--- src/rtl/skylark_pkg.sv ---
// Shared definitions for the skylark core front end.
// Provides the reset PC default, the canonical NOP word, base opcodes,
// the packed FIFO entry type and a word-alignment helper.
package skylark_pkg;

    localparam logic [31:0] RESET_PC_DEFAULT = 32'h0000_0000;
    localparam logic [31:0] NOP_INSTR        = 32'h0000_0013;

    localparam logic [6:0] OP_LOAD   = 7'b0000011;
    localparam logic [6:0] OP_IMM    = 7'b0010011;
    localparam logic [6:0] OP_STORE  = 7'b0100011;
    localparam logic [6:0] OP_REG    = 7'b0110011;
    localparam logic [6:0] OP_BRANCH = 7'b1100011;
    localparam logic [6:0] OP_JAL    = 7'b1101111;

    // One buffered fetch result: {PC, instruction}
    typedef struct packed {
        logic [31:0] pc;
        logic [31:0] instr;
    } fetch_entry_t;

    function automatic logic [31:0] word_align(input logic [31:0] addr);
        return {addr[31:2], 2'b00};
    endfunction

endpackage

--- src/rtl/fetch_unit_if.sv ---
// Fetch unit bus bundle.
// Instruction-memory side: IMemReq/IMemAddr out, IMemGnt/IMemRValid/IMemRData in.
// Pipeline side: PCSrcE/PCTargetE/StallD in, ValidD/InstrD/PCD/PCPlus4D out.
// master = fetch unit, slave = memory plus surrounding pipeline.
interface fetch_unit_if;

    logic        IMemReq;
    logic [31:0] IMemAddr;
    logic        IMemGnt;
    logic        IMemRValid;
    logic [31:0] IMemRData;

    logic        PCSrcE;
    logic [31:0] PCTargetE;
    logic        StallD;
    logic        ValidD;
    logic [31:0] InstrD;
    logic [31:0] PCD;
    logic [31:0] PCPlus4D;

    modport master (
        output IMemReq, IMemAddr,
        input  IMemGnt, IMemRValid, IMemRData,
        input  PCSrcE, PCTargetE, StallD,
        output ValidD, InstrD, PCD, PCPlus4D
    );

    modport slave (
        input  IMemReq, IMemAddr,
        output IMemGnt, IMemRValid, IMemRData,
        output PCSrcE, PCTargetE, StallD,
        input  ValidD, InstrD, PCD, PCPlus4D
    );

endinterface

--- src/rtl/instr_fifo.sv ---
// Small circular FIFO of fetched {PC, instr} entries.
// Ports: clk, rst_n (async, active-low), flush (drops all entries, wins over
// push/pop), push/push_data, pop, head (entry at read pointer), empty, count.
module instr_fifo
    import skylark_pkg::*;
#(
    parameter int unsigned DEPTH = 2,
    localparam int unsigned CW = $clog2(DEPTH + 1),
    localparam int unsigned IW = (DEPTH > 1) ? $clog2(DEPTH) : 1
) (
    input  logic          clk,
    input  logic          rst_n,
    input  logic          flush,
    input  logic          push,
    input  fetch_entry_t  push_data,
    input  logic          pop,
    output fetch_entry_t  head,
    output logic          empty,
    output logic [CW-1:0] count
);

    fetch_entry_t  mem [DEPTH];
    logic [IW-1:0] rd_ptr;
    logic [IW-1:0] wr_ptr;

    function automatic logic [IW-1:0] next_ptr(input logic [IW-1:0] p);
        return (p == IW'(DEPTH - 1)) ? '0 : p + IW'(1);
    endfunction

    always_ff @(posedge clk or negedge rst_n) begin
        if (!rst_n) begin
            for (int unsigned i = 0; i < DEPTH; i++) begin
                mem[i] <= '0;
            end
            rd_ptr <= '0;
            wr_ptr <= '0;
            count  <= '0;
        end else if (flush) begin
            rd_ptr <= '0;
            wr_ptr <= '0;
            count  <= '0;
        end else begin
            if (push) begin
                mem[wr_ptr] <= push_data;
                wr_ptr      <= next_ptr(wr_ptr);
            end
            if (pop) begin
                rd_ptr <= next_ptr(rd_ptr);
            end
            count <= count + CW'(push) - CW'(pop);
        end
    end

    assign head  = mem[rd_ptr];
    assign empty = (count == '0);

endmodule

--- src/rtl/fetch_unit.sv ---
// Instruction fetch unit with credit-based request issue.
// Ports: clk, rst_n (async, active-low), bus (fetch_unit_if.master) carrying
// the instruction-memory request/response channel and the Decode/Execute
// side (redirect in, stall in, buffered instruction out).
// A request is issued only while in-flight requests plus buffered
// instructions stay below MAX_OUTSTANDING, so the FIFO cannot overflow.
module fetch_unit
    import skylark_pkg::*;
#(
    parameter logic [31:0] RESET_PC        = RESET_PC_DEFAULT,
    parameter int unsigned MAX_OUTSTANDING = 2
) (
    input  logic            clk,
    input  logic            rst_n,
    fetch_unit_if.master    bus
);

    localparam int unsigned CW = $clog2(MAX_OUTSTANDING + 1);

    logic [31:0]   fpc;
    logic [31:0]   resp_pc;      // PC of the next response that will be kept
    logic [CW-1:0] outstanding;
    logic [CW-1:0] discard_cnt;
    logic [CW-1:0] fifo_count;
    logic [CW:0]   in_use;

    logic          grant;
    logic          rvalid;
    logic          keep;
    logic          pop;
    logic          fifo_empty;
    fetch_entry_t  fifo_head;
    fetch_entry_t  push_entry;

    assign in_use = {1'b0, outstanding} + {1'b0, fifo_count};

    // rst_n gates the request so it is low while reset is held
    assign bus.IMemReq  = rst_n && !bus.PCSrcE && (in_use < (CW + 1)'(MAX_OUTSTANDING));
    assign bus.IMemAddr = word_align(fpc);

    assign grant  = bus.IMemReq && bus.IMemGnt;
    assign rvalid = bus.IMemRValid;
    assign keep   = rvalid && (discard_cnt == '0);
    assign pop    = !fifo_empty && !bus.StallD && !bus.PCSrcE;

    assign push_entry = '{pc: resp_pc, instr: bus.IMemRData};

    always_ff @(posedge clk or negedge rst_n) begin
        if (!rst_n) begin
            fpc         <= RESET_PC;
            resp_pc     <= RESET_PC;
            outstanding <= '0;
            discard_cnt <= '0;
        end else begin
            outstanding <= outstanding + CW'(grant) - CW'(rvalid);
            if (bus.PCSrcE) begin
                // Everything still in flight after this edge belongs to the
                // squashed path; a response arriving now is already counted.
                fpc         <= word_align(bus.PCTargetE);
                resp_pc     <= word_align(bus.PCTargetE);
                discard_cnt <= outstanding - CW'(rvalid);
            end else begin
                if (grant) begin
                    fpc <= fpc + 32'd4;
                end
                if (rvalid && (discard_cnt != '0)) begin
                    discard_cnt <= discard_cnt - CW'(1);
                end
                if (keep) begin
                    resp_pc <= resp_pc + 32'd4;
                end
            end
        end
    end

    instr_fifo #(
        .DEPTH (MAX_OUTSTANDING)
    ) u_fifo (
        .clk       (clk),
        .rst_n     (rst_n),
        .flush     (bus.PCSrcE),
        .push      (keep),
        .push_data (push_entry),
        .pop       (pop),
        .head      (fifo_head),
        .empty     (fifo_empty),
        .count     (fifo_count)
    );

    assign bus.ValidD   = !fifo_empty;
    assign bus.InstrD   = fifo_head.instr;
    assign bus.PCD      = fifo_head.pc;
    assign bus.PCPlus4D = fifo_empty ? '0 : fifo_head.pc + 32'd4;

endmodule

--- src/flat_wrapper.sv ---
// flat-port wrapper written by rule: the top's interface ports become plain ports
module fetch_unit_flat import skylark_pkg::*;
#(
    parameter logic [31:0] RESET_PC        = RESET_PC_DEFAULT,
    parameter int unsigned MAX_OUTSTANDING = 2
)
  (clk, rst_n, bus_IMemReq, bus_IMemAddr, bus_IMemGnt, bus_IMemRValid, bus_IMemRData, bus_PCSrcE, bus_PCTargetE, bus_StallD, bus_ValidD, bus_InstrD, bus_PCD, bus_PCPlus4D);
  fetch_unit_if bus_i ();
  input  logic clk;
  input  logic rst_n;
  output wire logic [$bits(bus_i.IMemReq)-1:0] bus_IMemReq;
  output wire logic [$bits(bus_i.IMemAddr)-1:0] bus_IMemAddr;
  input wire logic [$bits(bus_i.IMemGnt)-1:0] bus_IMemGnt;
  input wire logic [$bits(bus_i.IMemRValid)-1:0] bus_IMemRValid;
  input wire logic [$bits(bus_i.IMemRData)-1:0] bus_IMemRData;
  input wire logic [$bits(bus_i.PCSrcE)-1:0] bus_PCSrcE;
  input wire logic [$bits(bus_i.PCTargetE)-1:0] bus_PCTargetE;
  input wire logic [$bits(bus_i.StallD)-1:0] bus_StallD;
  output wire logic [$bits(bus_i.ValidD)-1:0] bus_ValidD;
  output wire logic [$bits(bus_i.InstrD)-1:0] bus_InstrD;
  output wire logic [$bits(bus_i.PCD)-1:0] bus_PCD;
  output wire logic [$bits(bus_i.PCPlus4D)-1:0] bus_PCPlus4D;
  assign bus_IMemReq = bus_i.IMemReq;
  assign bus_IMemAddr = bus_i.IMemAddr;
  assign bus_i.IMemGnt = bus_IMemGnt;
  assign bus_i.IMemRValid = bus_IMemRValid;
  assign bus_i.IMemRData = bus_IMemRData;
  assign bus_i.PCSrcE = bus_PCSrcE;
  assign bus_i.PCTargetE = bus_PCTargetE;
  assign bus_i.StallD = bus_StallD;
  assign bus_ValidD = bus_i.ValidD;
  assign bus_InstrD = bus_i.InstrD;
  assign bus_PCD = bus_i.PCD;
  assign bus_PCPlus4D = bus_i.PCPlus4D;
  fetch_unit #(.RESET_PC(RESET_PC), .MAX_OUTSTANDING(MAX_OUTSTANDING)) u_core (.clk(clk), .rst_n(rst_n), .bus(bus_i));
endmodule
--- config.mk ---
export PLATFORM = sky130hd
export DESIGN_NAME = fetch_unit_flat
export DESIGN_NICKNAME = d
export VERILOG_FILES = /design/src/rtl/skylark_pkg.sv /design/src/rtl/fetch_unit_if.sv /design/src/rtl/instr_fifo.sv /design/src/rtl/fetch_unit.sv /design/src/flat_wrapper.sv
export SDC_FILE = /design/constraint.sdc
export NUM_CORES = 1
export LEC_CHECK = 0
export CAP_MARGIN = 40
export CORE_MARGIN = 2
export CORE_UTILIZATION = 52
export DETAILED_ROUTE_END_ITERATION = 8
export GPL_ROUTABILITY_DRIVEN = 0
export GPL_TIMING_DRIVEN = 0
export HOLD_SLACK_MARGIN = 0.03
export PLACE_DENSITY = 0.8
export REMOVE_ABC_BUFFERS = 1
export SYNTH_ARGS = -nofsm -noshare
export SYNTH_HDL_FRONTEND = slang
export SYNTH_SLANG_ARGS = --single-unit
--- constraint.sdc ---
create_clock -name clk -period 4.95 [get_ports clk]
set_input_delay 0.99 -clock clk [delete_from_list [all_inputs] [get_ports clk]]
set_output_delay 0.99 -clock clk [all_outputs]
set_load 0.05 [all_outputs]
==> impl_metrics.ini <==
[run_status]
status = completed

[flow_run]
max_cap_violations = 0

[timing]
post-route-min-period_ns = 4.733
tightestPinTransition_ns = 0.8442
slew_viol_final = 0
fin_ws_ns = 0.2171
setup_viol = 0
post-route-period-util_pct = 95.61
worst_hold_slack_ns = 0.4933
finalHoldViolCount = 0
slew_headroom_pct = 43.58
fin_worst_skew_ns = 0.01038
timing.fmax_mhz = 211.3
tns_ns = 0

[global_routing]
grt_max_degree = 128
antenna_found_initial = 0
overflow = 0
grt_pass1_vias = 7451
grt_pass1_wl_um = 38720
grt_use_total_pct = 23.76

[clock_tree]
cts_root_buffer = clkbuf_16
clockBufferDepth = 2
cts_tree = done
cts_htree_levels = 4
cts.sinks = 192
clk_latency_ns = 0.43
cts_made_buffers = 17
path_clk_slew_ns = 0.07

[logic_synthesis]
synth-edff-count = 0
synthArstFlopShare_pct = 100.0
synthFlopType = dfrtp_1
synth.top_cells.by_area = dfrtp_1 47%, mux2_2 20%, nand2_1 3.1%, xnor2_1 2.9%, o21ai_0 2.6%
syn_inst = 940
seq_area_frac_synth_pct = 47.50
synth_top_area_share_pct = 47.50
yosysWarnings = 0
syn_avg_cell_area_um2 = 10.76
ys_seq_elements = 192
synth_area_leader_cell = dfrtp_1
syn-cell-area_um2 = 10120
synth.distinct_cells = 54

[layout]
layout_common_cells = 191 x dfrtp_1, 183 x clkdlybuf4s50_1, 177 x mux2_2
drive_gt1_share_pct = 21.36
mostFrequentLayoutCell = dfrtp_1
area_delta_synth_final_pct = 28.31
diodes = 0
utilization_pct = 67.35
nNetsFinal = 1199

[power_and_ir_drop]
ir_drop_mv = 0.2991
power.density_nw_per_um2 = 635.0
total_leakage_power_nw = 5.361

[critical_path]
crit_family = buffers and inverters
crit_arrival_ns = 3.74
crit_chain = buf_16 > nand3b_1 > a22oi_2 > nand4_1 > buf_4 > or3_1 > a21oi_1 > clkdlybuf4s50_1
slowest_stage = clkdlybuf4s50_1
start_kind = flop
endpoint_kind = primary output
cp_max_fo = 68
timing.setup.critical_path_class = reg -> out
worstPathRequired_ns = 3.96
max_stage_delay_ns = 0.83
path_buf_inv = 3

[floorplanning]
die_h_um = 143.5
fp.dieW_um = 143.5
floorplan.initialDensity_pct = 52.49
boundaryPins = 200
fp.coreArea_um2 = 19270
die_area_um2 = 20590
rows = 51

[worst_hold_path]
min_path_type = in -> async

[detailed_routing]
drc = 0
ant_nets = 0
drt_iter0_markers = 414
via_per_inst = 5.678
wl_per_cell_um = 17.26
wl_um = 24130
vias = 7938
drtPass1Iterations = 5

[placement]
port_buffers = 191
post-place-ws_ns = -0.007573
dp_hpwl_um = 17530
## per-stage QoR
step | power (mW) | instances | cell area (um^2)
4_1_cts | 8.292 | 1396 | 12970
2_1_floorplan | 5.449 | 892 | 9884
5_1_grt | 8.646 | 1398 | 12980
3_5_place_dp | 6.856 | 1360 | 12320
6_report | 8.242 | 1398 | 12980
3_3_place_gp | 6.771 | 1348 | 12130
## cells in the mapped netlist (7+ instances only)
cell type,number
ha_1,8
nor3_1,24
mux2i_1,9
o211ai_1,16
clkbuf_1,22
o311ai_0,12
o21ai_0,53
nand3b_1,10
a21oi_1,21
and3_1,10
nand2_1,84
xnor2_1,33
a22oi_1,7
buf_2,22
or4_1,8
mux2_2,177
nand4_1,30
inv_1,29
nand3_1,50
dfrtp_1,192
xor2_1,13
nor2_1,41
## worst paths after layout
path / from / to / slack [ns] / cells after the start
max reg2reg: u_core.u_fifo.count[0] / u_core.fpc[27] / 0.94 / 9
max in group asynchronous: rst_n / u_core.u_fifo.rd_ptr / 3.46 / 2
min reg2reg: u_core.u_fifo.mem[11] / u_core.u_fifo.mem[11] / 0.50 / 1
min in group clk: u_core.u_fifo.mem[11] / u_core.u_fifo.mem[11] / 0.50 / 1
max: u_core.u_fifo.rd_ptr / bus_PCPlus4D[23] / 0.22 / 8
min: rst_n / u_core.u_fifo.mem[24] / 0.49 / 1
## report_power, final
| group | switching (mW) | leakage, nW | internal (mW) |
|---|---|---|---|
| sequential | 0.418 | 2.41 | 2.08 |
| clock | 0.589 | 0.298 | 0.827 |
| combinational | 2.65 | 2.65 | 1.68 |
## cell families after synthesis
logic type	Yosys count	synth area share (%)
fa+ha+maj	9	1.187
other cells	1	0.03707
buf+inv	83	3.587
simple gates	289	14.57
flops	192	47.50
xor+xnor	46	3.983
compound gates	134	8.547
mux	186	20.59
## layer usage
| metal | vias up | GRT usage (%) | routed length (um) |
|---|---|---|---|
| met2 | 269 | 38.55 | 11380 |
| li1 | 3767 | - | - |
| met5 | - | 0 | 0 |
| met3 | 27 | 3.832 | 1447 |
| met4 | 0 | 7.430 | 406 |
| met1 | 3875 | 32.92 | 10890 |
## what timing repair did
action / CTS / global route
endpoints found under the setup margin: 11 / 6
setup buffers: 4 / 2
hold buffers: 0 / 0
pin swaps: 2 / 1
resized for setup: 5 / 7
## registers in the layout (all words and copies together), names as in the netlist
signal / cells
u_core.discard_cnt: 2
u_core.u_fifo.mem: 124
u_core.u_fifo.rd_ptr: 1
u_core.resp_pc: 30
u_core.u_fifo.wr_ptr: 1
u_core.fpc: 30
u_core.outstanding: 2
u_core.u_fifo.count: 2
## final cells by class
class / instances / area [um^2]
repair buffers: 209 / 2133
flip-flops and latches: 192 / 4808
inverters: 30 / 112.6
well taps: 265 / 331.6
multi-input cells: 670 / 4982
clock inverters: 11 / 151.4
fillers: 1472 / 6291
clock buffers: 21 / 460.4
Note: power is estimated with default switching activity, not from simulation.
